## config.mk

```make
export PLATFORM = sky130hd
export DESIGN_NAME = router_fifo
export DESIGN_NICKNAME = d
export VERILOG_FILES = /design/src/rtl/router_pkg.sv /design/src/rtl/router_fifo_ram.sv /design/src/rtl/router_fifo.sv
export SDC_FILE = /design/constraint.sdc
export NUM_CORES = 1
export LEC_CHECK = 0
export CORE_AREA = 2 2 118 120
export CTS_CLUSTER_DIAMETER = 80
export DETAILED_ROUTE_END_ITERATION = 7
export DIE_AREA = 0 0 120 122
export HOLD_SLACK_MARGIN = 0.06
export PLACE_DENSITY = 0.74
export SLEW_MARGIN = 20
export SYNTH_ARGS = -nofsm -noshare
export SYNTH_HDL_FRONTEND = slang
export SYNTH_SLANG_ARGS = --single-unit
```

## constraint.sdc

```tcl
create_clock -name clk -period 2.8 [get_ports clk]
set_clock_uncertainty 0.15 [all_clocks]
set_input_delay 0.84 -clock clk [delete_from_list [all_inputs] [get_ports clk]]
set_output_delay 0.84 -clock clk [all_outputs]
set_load 0.05 [all_outputs]
```

## src/rtl/router_pkg.sv

```systemverilog
// router_pkg
// Shared definitions for the 1x3 router: packet byte width, per-port FIFO
// depth and pointer width, header field positions and the width of the
// per-packet byte counter. The synchronizer, register stage and output
// FIFOs all import this package so they agree on packet framing.
//
// Contents:
//   DATA_W      packet byte width
//   FIFO_DEPTH  entries per output FIFO (power of two)
//   PTR_W       FIFO pointer width, including the wrap bit
//   ADDR_*      header destination-address field [1:0]
//   LEN_*       header payload-length field [7:2]
//   CNT_W       width of the read-side packet byte counter
//   next_count  counter value loaded when a header byte is read

package router_pkg;

    localparam int DATA_W     = 8;
    localparam int FIFO_DEPTH = 16;
    localparam int PTR_W      = $clog2(FIFO_DEPTH) + 1;

    localparam int ADDR_LSB = 0;
    localparam int ADDR_MSB = 1;
    localparam int LEN_LSB  = 2;
    localparam int LEN_MSB  = 7;
    localparam int LEN_W    = LEN_MSB - LEN_LSB + 1;

    localparam int CNT_W = 6;

    // Remaining bytes after a header: payload length plus one parity byte.
    // The sum is formed one bit wider than the counter so a maximum-length
    // header saturates instead of wrapping to zero.
    function automatic logic [CNT_W-1:0] next_count(input logic [LEN_W-1:0] len);
        logic [CNT_W:0] sum;
        sum = (CNT_W+1)'(len) + (CNT_W+1)'(1);
        if (sum[CNT_W]) begin
            next_count = '1;
        end else begin
            next_count = sum[CNT_W-1:0];
        end
    endfunction

endpackage

```

## src/rtl/router_fifo_ram.sv

```systemverilog
// router_fifo_ram
// Storage array for one router output FIFO: simple dual-port, synchronous
// write, asynchronous read. Contents are never cleared; the FIFO pointers
// alone decide which entries are meaningful.
//
// Ports:
//   clk    write clock (rising edge)
//   we     write enable
//   waddr  write address
//   wdata  write data
//   raddr  read address
//   rdata  combinational read data at raddr

module router_fifo_ram #(
    parameter int WIDTH  = 9,
    parameter int DEPTH  = 16,
    parameter int ADDR_W = $clog2(DEPTH)
) (
    input  logic              clk,
    input  logic              we,
    input  logic [ADDR_W-1:0] waddr,
    input  logic [WIDTH-1:0]  wdata,
    input  logic [ADDR_W-1:0] raddr,
    output logic [WIDTH-1:0]  rdata
);

    logic [WIDTH-1:0] mem [DEPTH];

    // Write port: one entry per enabled clock edge, no reset on the array.
    always_ff @(posedge clk) begin
        if (we) begin
            mem[waddr] <= wdata;
        end
    end

    // Read port: combinational, so the FIFO can register data_out directly.
    assign rdata = mem[raddr];

endmodule

```

## src/rtl/router_fifo.sv

```systemverilog
// router_fifo
// Per-destination output FIFO of the 1x3 router. Each entry holds one packet
// byte plus a header flag. The read side uses the flag to load a byte
// counter from the header length field, and blanks data_out to zero once a
// packet has been fully delivered and no further read is taking place.
//
// Ports:
//   clk        rising-edge clock
//   rst        asynchronous active-high reset
//   soft_rst   synchronous clear (read timeout from the synchronizer)
//   write_en   write request
//   lfd_state  byte being written is a packet header
//   data_in    byte to write
//   read_en    read request from the destination
//   data_out   registered read data
//   full       no free entry
//   empty      no stored entry

module router_fifo #(
    parameter int DATA_W = router_pkg::DATA_W,
    parameter int DEPTH  = router_pkg::FIFO_DEPTH
) (
    input  logic              clk,
    input  logic              rst,
    input  logic              soft_rst,
    input  logic              write_en,
    input  logic              lfd_state,
    input  logic [DATA_W-1:0] data_in,
    input  logic              read_en,
    output logic [DATA_W-1:0] data_out,
    output logic              full,
    output logic              empty
);

    import router_pkg::*;

    localparam int AW = $clog2(DEPTH);
    localparam int PW = AW + 1;

    logic [PW-1:0]     wr_ptr;
    logic [PW-1:0]     rd_ptr;
    logic [CNT_W-1:0]  byte_cnt;
    logic [DATA_W:0]   rd_entry;
    logic              wr_ok;
    logic              rd_ok;
    logic              ram_we;

    // Flags come straight from the current pointers; the MSB is the wrap bit
    // that distinguishes a full FIFO from an empty one.
    assign empty = (wr_ptr == rd_ptr);
    assign full  = (wr_ptr[PW-1] != rd_ptr[PW-1]) &&
                   (wr_ptr[PW-2:0] == rd_ptr[PW-2:0]);

    assign wr_ok  = write_en && !full;
    assign rd_ok  = read_en && !empty;

    // A soft reset discards any write presented in the same cycle.
    assign ram_we = wr_ok && !soft_rst;

    router_fifo_ram #(
        .WIDTH  (DATA_W + 1),
        .DEPTH  (DEPTH),
        .ADDR_W (AW)
    ) u_ram (
        .clk   (clk),
        .we    (ram_we),
        .waddr (wr_ptr[AW-1:0]),
        .wdata ({lfd_state, data_in}),
        .raddr (rd_ptr[AW-1:0]),
        .rdata (rd_entry)
    );

    // Pointers, packet counter and output register. Hard reset beats soft
    // reset, which beats any read or write. A read loads the counter from
    // a header's length field or counts a payload/parity byte down; with no
    // read and nothing left of the current packet, data_out is blanked.
    always_ff @(posedge clk or posedge rst) begin
        if (rst) begin
            wr_ptr   <= '0;
            rd_ptr   <= '0;
            byte_cnt <= '0;
            data_out <= '0;
        end else if (soft_rst) begin
            wr_ptr   <= '0;
            rd_ptr   <= '0;
            byte_cnt <= '0;
            data_out <= '0;
        end else begin
            if (wr_ok) begin
                wr_ptr <= wr_ptr + PW'(1);
            end
            if (rd_ok) begin
                rd_ptr   <= rd_ptr + PW'(1);
                data_out <= rd_entry[DATA_W-1:0];
                if (rd_entry[DATA_W]) begin
                    byte_cnt <= next_count(rd_entry[LEN_MSB:LEN_LSB]);
                end else if (byte_cnt != '0) begin
                    byte_cnt <= byte_cnt - CNT_W'(1);
                end
            end else if (byte_cnt == '0) begin
                data_out <= '0;
            end
        end
    end

endmodule

```

==> results of run 1 <==
## cell families after synthesis
logic type | after synthesis | share of synthesized area
simple gates | 104 | 0.0682
buf+inv | 28 | 0.0265
compound gates | 45 | 0.0504
mux | 51 | 0.136
xor+xnor | 15 | 0.0183
fa+ha+maj | 8 | 0.0140
flops | 168 | 0.687
## worst register-to-register path, delay by kind of cell (launching register included)
kind	cells	cell delay (ps)
buffers and inverters	1	220
multiplexers	3	1040
AO/OA/AOI/OAI	2	310
AND/OR/NAND/NOR	1	490
flip-flops	1	370
## cells in the final DEF, fill, tap and decap left out, types with 4 or more instances in the layout
cell,netlist,layout
mux2i_1,8,5
o21ai_0,7,7
a22oi_2,3,4
mux4_2,28,28
nand3_1,10,10
inv_1,7,6
clkdlybuf4s50_1,0,21
mux2_1,4,4
ha_1,8,8
mux4_1,6,6
nand2_1,27,27
xnor2_1,7,4
buf_4,3,40
edfxtp_1,144,144
clkinv_2,0,4
xor2_1,8,8
nor2b_1,5,5
o211ai_1,6,6
nand2b_1,10,9
nor2_1,35,35
nand4_1,4,4
clkbuf_16,0,18
dfrtp_1,24,21
buf_12,2,5
clkbuf_1,8,4
a21oi_1,8,8
## power by group through the flow
stage | registers [uW] | clock network (uW) | logic (uW)
2_1_floorplan | 2930 | 0 | 709
3_3_place_gp | 2890 | 0 | 1020
3_5_place_dp | 2900 | 0 | 1040
4_1_cts | 2830 | 2310 | 1060
5_1_grt | 2840 | 2420 | 1200
6_report | 2840 | 2280 | 1110
## timing repair
action / in CTS / in global routing
pin swaps: 0 / 3
resized for setup: 2 / 12
hold buffers: 0 / 0
setup buffers: 1 / 4
setup endpoints to repair: 2 / 5
cloned: 0 / 1
## registers in the layout, summed over array words and instances, names as in the netlist
| name | cells |
|---|---|
| data_out | 8 |
| wr_ptr | 5 |
| byte_cnt | 6 |
| rd_ptr | 5 |
| u_ram.mem | 144 |
## layout make-up
class                           count  share of cell area
Sequential cell                   168               0.580
Timing Repair Buffer               67              0.0748
Tap cell                          180              0.0265
Clock inverter                     11              0.0153
Inverter                            7             0.00338
Multi-Input combinational cell    223               0.249
Clock buffer                       21              0.0518
## path summary, 6_finish.rpt
| path | cells after the start | endpoint | slack (ps) | startpoint |
|---|---|---|---|---|
| max | 4 | empty | 30 | rd_ptr[3] |
| min | 2 | data_out[0] | 380 | data_out[0] |
| max reg2reg | 7 | byte_cnt[5] | 120 | rd_ptr[2] |
| min reg2reg | 2 | data_out[0] | 380 | data_out[0] |
| max in group asynchronous | 3 | rd_ptr[3] | 1640 | rst |
| min in group asynchronous | 3 | rd_ptr[4] | 610 | rst |
## routing by layer
layer	wire length (um)	up-vias	track usage
met5	0	-	0
met4	338	0	0.0949
met3	878	25	0.0581
met2	7750	128	0.358
met1	6150	2025	0.279
li1	-	1770	-
## per-stage QoR
stage,TNS (ps),util
after floorplan,0,-
after global placement,0,0.578
after detailed placement,0,0.578
after CTS,0,0.622
after global routing,-51.5,0.630
final,0,0.630
==> impl_metrics.yaml, run 1 <==
clock_tree:
  cts_max_level: 4
  cts.sinks: 168
  cts_tree: "done"
  clk_latency_ps: 430
  clock_path_buffers: 2
  cts-buffers-inserted: 17
  cts_root_buf: "clkbuf_16"
  clkTransAtPathRegs_ps: 60
critical_path:
  arrival_ps: 1780
  crit_chain: "xnor2_1 > nand4_1 > nor2_1 > buf_12"
  slowest_stage: "dfrtp_2"
  end_kind: "primary output"
  crit_required_ps: 1810
  path_delay_family: "flip-flops"
  cp-start-kind: "flip-flop"
  crit_buf_inv: 1
  worstPathMaxFanout: 12
  path_class: "flip-flop to primary output"
  critical_path.max_stage_delay_ps: 520
power:
  combPwrFrac: 0.179
  p_sw_uw: 1570
  netSwitchingFraction: 0.252
  p_total_uw: 6230
  irDropWorstVdd_mv: 0.429
  p_leak_uw: 0.00291
  clkPwrFrac: 0.366
  p_int_uw: 4660
  powerDensity_nw_per_um2: 733
  p_seq_frac: 0.455
synth:
  synthArstFlopShare: 0.143
  synth_top_area_frac: 0.603
  seq_area_frac_synth: 0.687
  synth_top_area_cell: "edfxtp_1"
  ys_ff_latch: 168
  syn_area_per_cell_um2: 17.1
  yosys-top-cells-count: "144 x edfxtp_1, 35 x nor2_1, 28 x mux4_2, 27 x nand2_1, 24 x dfrtp_1"
  synthTopCellsByArea: "edfxtp_1 60%, mux4_2 8.8%, dfrtp_1 8.4%"
  yosys.cell_types.count: 50
  syn_area_um2: 7170
  synthMostInstantiatedCell: "edfxtp_1"
  synth_fp_nets: 441
  ys.flop_type: "edfxtp_1"
  syn_inst: 419
  synth_edf_count: 144
  yosys_warnings: 0
place:
  dp.cells: 639
  pre_cts_slack_ps: 91.8
  io_buffers: 23
  dp_hpwl_mm: 10.0
  gp_congestion: 0.846
  place_area_um2: 7810
layout:
  multi_input_area_um2: 2110
  drive_gt1_frac: 0.256
  fin_cells: 677
  fin_nets: 506
  area_delta_synth_final_pct: 18.6
  design_area_um2: 8500
  seqCellArea_um2: 4930
  diodes: 0
  fillers: 942
timing:
  timing.final.crit_share: 0.989
  final-hold-violation-count: 0
  finalWorstSetupSlack_ps: 31.3
  whs_ps: 382
  fmax_mhz: 361
  worstMarginPinSlew_ps: 628
  slew_headroom: 0.580
  period_minus_slack_ps: 2770
  grt_setup_unrepaired: "true"
  report.final.slew_viol_count: 0
  finalSetupViolations: 0
drt:
  drc: 0
  routed_wl_mm: 15.1
  drtIter0Drc: 334
  vias_per_cell: 5.83
  ant_nets: 0
  drt_first_pass_iters: 4
  vias: 3948
  post_drt_wl_per_cell_um: 22.3
global_routing:
  grt_pass1_vias: 3947
  grt_max_degree: 34
  antenna_found_initial: 0
  grt_overflow: 0
  grt_first_pass_wirelength_mm: 22.8
  track_usage: 0.219
status:
  status: "finished clean"
floorplan:
  die_h_um: 122
  dieArea_um2: 14600
  pin_count: 24
  num_rows: 43
  die_w_um: 120
  start_util: 0.531
  core-area_um2: 13500
min_path:
  hp-class: "flip-flop to flip-flop"
flow_run:
  drv_cap: 0
Power figures use the tool's default switching activity.
==> run 2, diff against run 1 <==
--- a/config.mk
+++ b/config.mk
@@ -5,10 +5,10 @@
 export SDC_FILE = /design/constraint.sdc
 export NUM_CORES = 1
 export LEC_CHECK = 0
-export CORE_AREA = 2 2 118 120
+export CORE_AREA = 2 2 131 108
 export CTS_CLUSTER_DIAMETER = 80
 export DETAILED_ROUTE_END_ITERATION = 7
-export DIE_AREA = 0 0 120 122
+export DIE_AREA = 0 0 133 110
 export HOLD_SLACK_MARGIN = 0.06
 export PLACE_DENSITY = 0.74
 export SLEW_MARGIN = 20
==> impl_metrics.yaml, run 2 (synthesized netlist as in run 1, its figures left out) <==
drt:
  ant_nets: 0
  drt_first_pass_iters: 5
  drtIter0Drc: 451
  post_drt_wl_per_cell_um: 23.2
  drc: 0
  routed_wl_mm: 16.0
  vias: 4121
  vias_per_cell: 5.98
place:
  gp_congestion: 0.857
  io_buffers: 23
  pre_cts_slack_ps: 101
  dp_hpwl_mm: 10.1
global_routing:
  grt_first_pass_wirelength_mm: 23.0
  grt_max_degree: 26
  track_usage: 0.223
  grt_overflow: 0
  antenna_found_initial: 0
  grt_pass1_vias: 4024
timing:
  finalWorstSetupSlack_ps: 37.9
  fmax_mhz: 362
  worstMarginPinSlew_ps: 647
  period_minus_slack_ps: 2760
  whs_ps: 389
  report.final.slew_viol_count: 0
  finalSetupViolations: 0
  timing.final.crit_share: 0.986
  grt_setup_unrepaired: "true"
  final-hold-violation-count: 0
  slew_headroom: 0.568
layout:
  drive_gt1_frac: 0.285
  final_common_cell: "edfxtp_1"
  final_cell_mix: "144 x edfxtp_1, 50 x buf_4, 34 x nor2_1"
  reg.largest.list: "u_ram.mem (144), data_out (8), byte_cnt (6)"
  fin_nets: 519
  area_delta_synth_final_pct: 21.3
  largest_reg_flops: 144
  final_util: 0.656
  diodes: 0
  top_register: "u_ram.mem"
floorplan:
  dieArea_um2: 14600
  die_h_um: 110
  pin_count: 24
  start_util: 0.541
  die_w_um: 133
  core-area_um2: 13300
  num_rows: 38
clock_tree:
  cts-buffers-inserted: 17
  clkTransAtPathRegs_ps: 60
  clock_path_buffers: 2
  clk_latency_ps: 430
  cts_root_buf: "clkbuf_16"
  cts_max_level: 4
  cts-hold-fix-buffers: 0
  cts.sinks: 168
  cts_tree: "done"
critical_path:
  crit_required_ps: 2940
  critical_path.max_stage_delay_ps: 510
  cp-start-kind: "flip-flop"
  end_kind: "flip-flop"
  slowest_stage: "mux4_2"
  crit_top_cell: "buf_4"
  worstPathMaxFanout: 6
  crit_chain: "buf_12 > buf_4 > buf_4 > mux4_2 > a22oi_2 > o31ai_4 > nand3_2 > o21ai_2 > o311ai_2 > o211ai_1"
  path_class: "flip-flop to flip-flop"
  arrival_ps: 2900
status:
  status: "finished clean"
power:
  p_sw_uw: 1640
  powerDensity_nw_per_um2: 750
  p_leak_uw: 0.00300
  irDropWorstVdd_mv: 0.543
  clkPwrFrac: 0.384
  combPwrFrac: 0.179
  netSwitchingFraction: 0.251
  p_seq_frac: 0.436
  p_int_uw: 4880
  p_total_uw: 6520
min_path:
  hp-class: "flip-flop to flip-flop"
flow_run:
  drv_cap: 0
run 2: cell types whose count changed in the layout (fill, tap and decap cells not counted), sizes merged:
cell and delta:
clkinvlp +1, clkinv -1, buf +12, bufinv +2, clkbuf -2
run 2: layout make-up:
cell class              count  area, um^2
flip-flops and latches    168        4930
fillers                   859        4560
multi-input cells         223        2120
repair buffers             80         767
clock buffers              18         429
well taps                 180         225
clock inverters            13         204
inverters                   7        26.3
run 2: power by group through the flow:
stage               registers (uW)  logic, uW  clock network (uW)
global placement              2880       1010                   0
CTS                           2840       1060                2520
floorplan                     2930        709                   0
detailed placement            2880       1040                   0
finish                        2850       1170                2510
global route                  2850       1250                2640
run 2: what timing repair did:
| action | CTS | global route |
|---|---|---|
| pin swaps | 1 | 3 |
| cloned | 0 | 2 |
| setup buffers | 0 | 12 |
| setup endpoints to repair | 3 | 3 |
| resized for setup | 4 | 14 |
run 2: path summary, 6_finish.rpt:
path                                   from     endpoint  slack, ps  cells after the start
worst max-delay path              rd_ptr[0]  byte_cnt[5]         40                     10
worst min-delay path            byte_cnt[1]  byte_cnt[1]        390                      2
worst max register to register    rd_ptr[0]  byte_cnt[5]         40                     10
worst min register to register  byte_cnt[1]  byte_cnt[1]        390                      2
max in group asynchronous               rst    rd_ptr[3]       1620                      3
min in group asynchronous               rst  data_out[0]        600                      3
run 2: worst max-delay path: cells and delay by family, from the launching register on:
family,cells,cell delay [ps]
simple gates,1,140
mux,1,510
compound gates,5,940
buf+inv,3,410
flops,1,460
run 2: routing by layer:
layer	vias to the layer above	global-route usage	share of wire
met3	34	0.0590	0.078
met5	-	0	0
met1	2101	0.300	0.41
li1	1791	-	-
met2	195	0.358	0.49
met4	0	0.0791	0.025
run 2: metrics by stage:
step                      instance area, um^2  TNS (ps)  cells
after global routing                     8700     -75.0    689
after CTS                                8500         0    675
after detailed placement                 7840         0    644
after global placement                   7840         0    644
after floorplan                          7170         0    419
final                                    8700         0    689
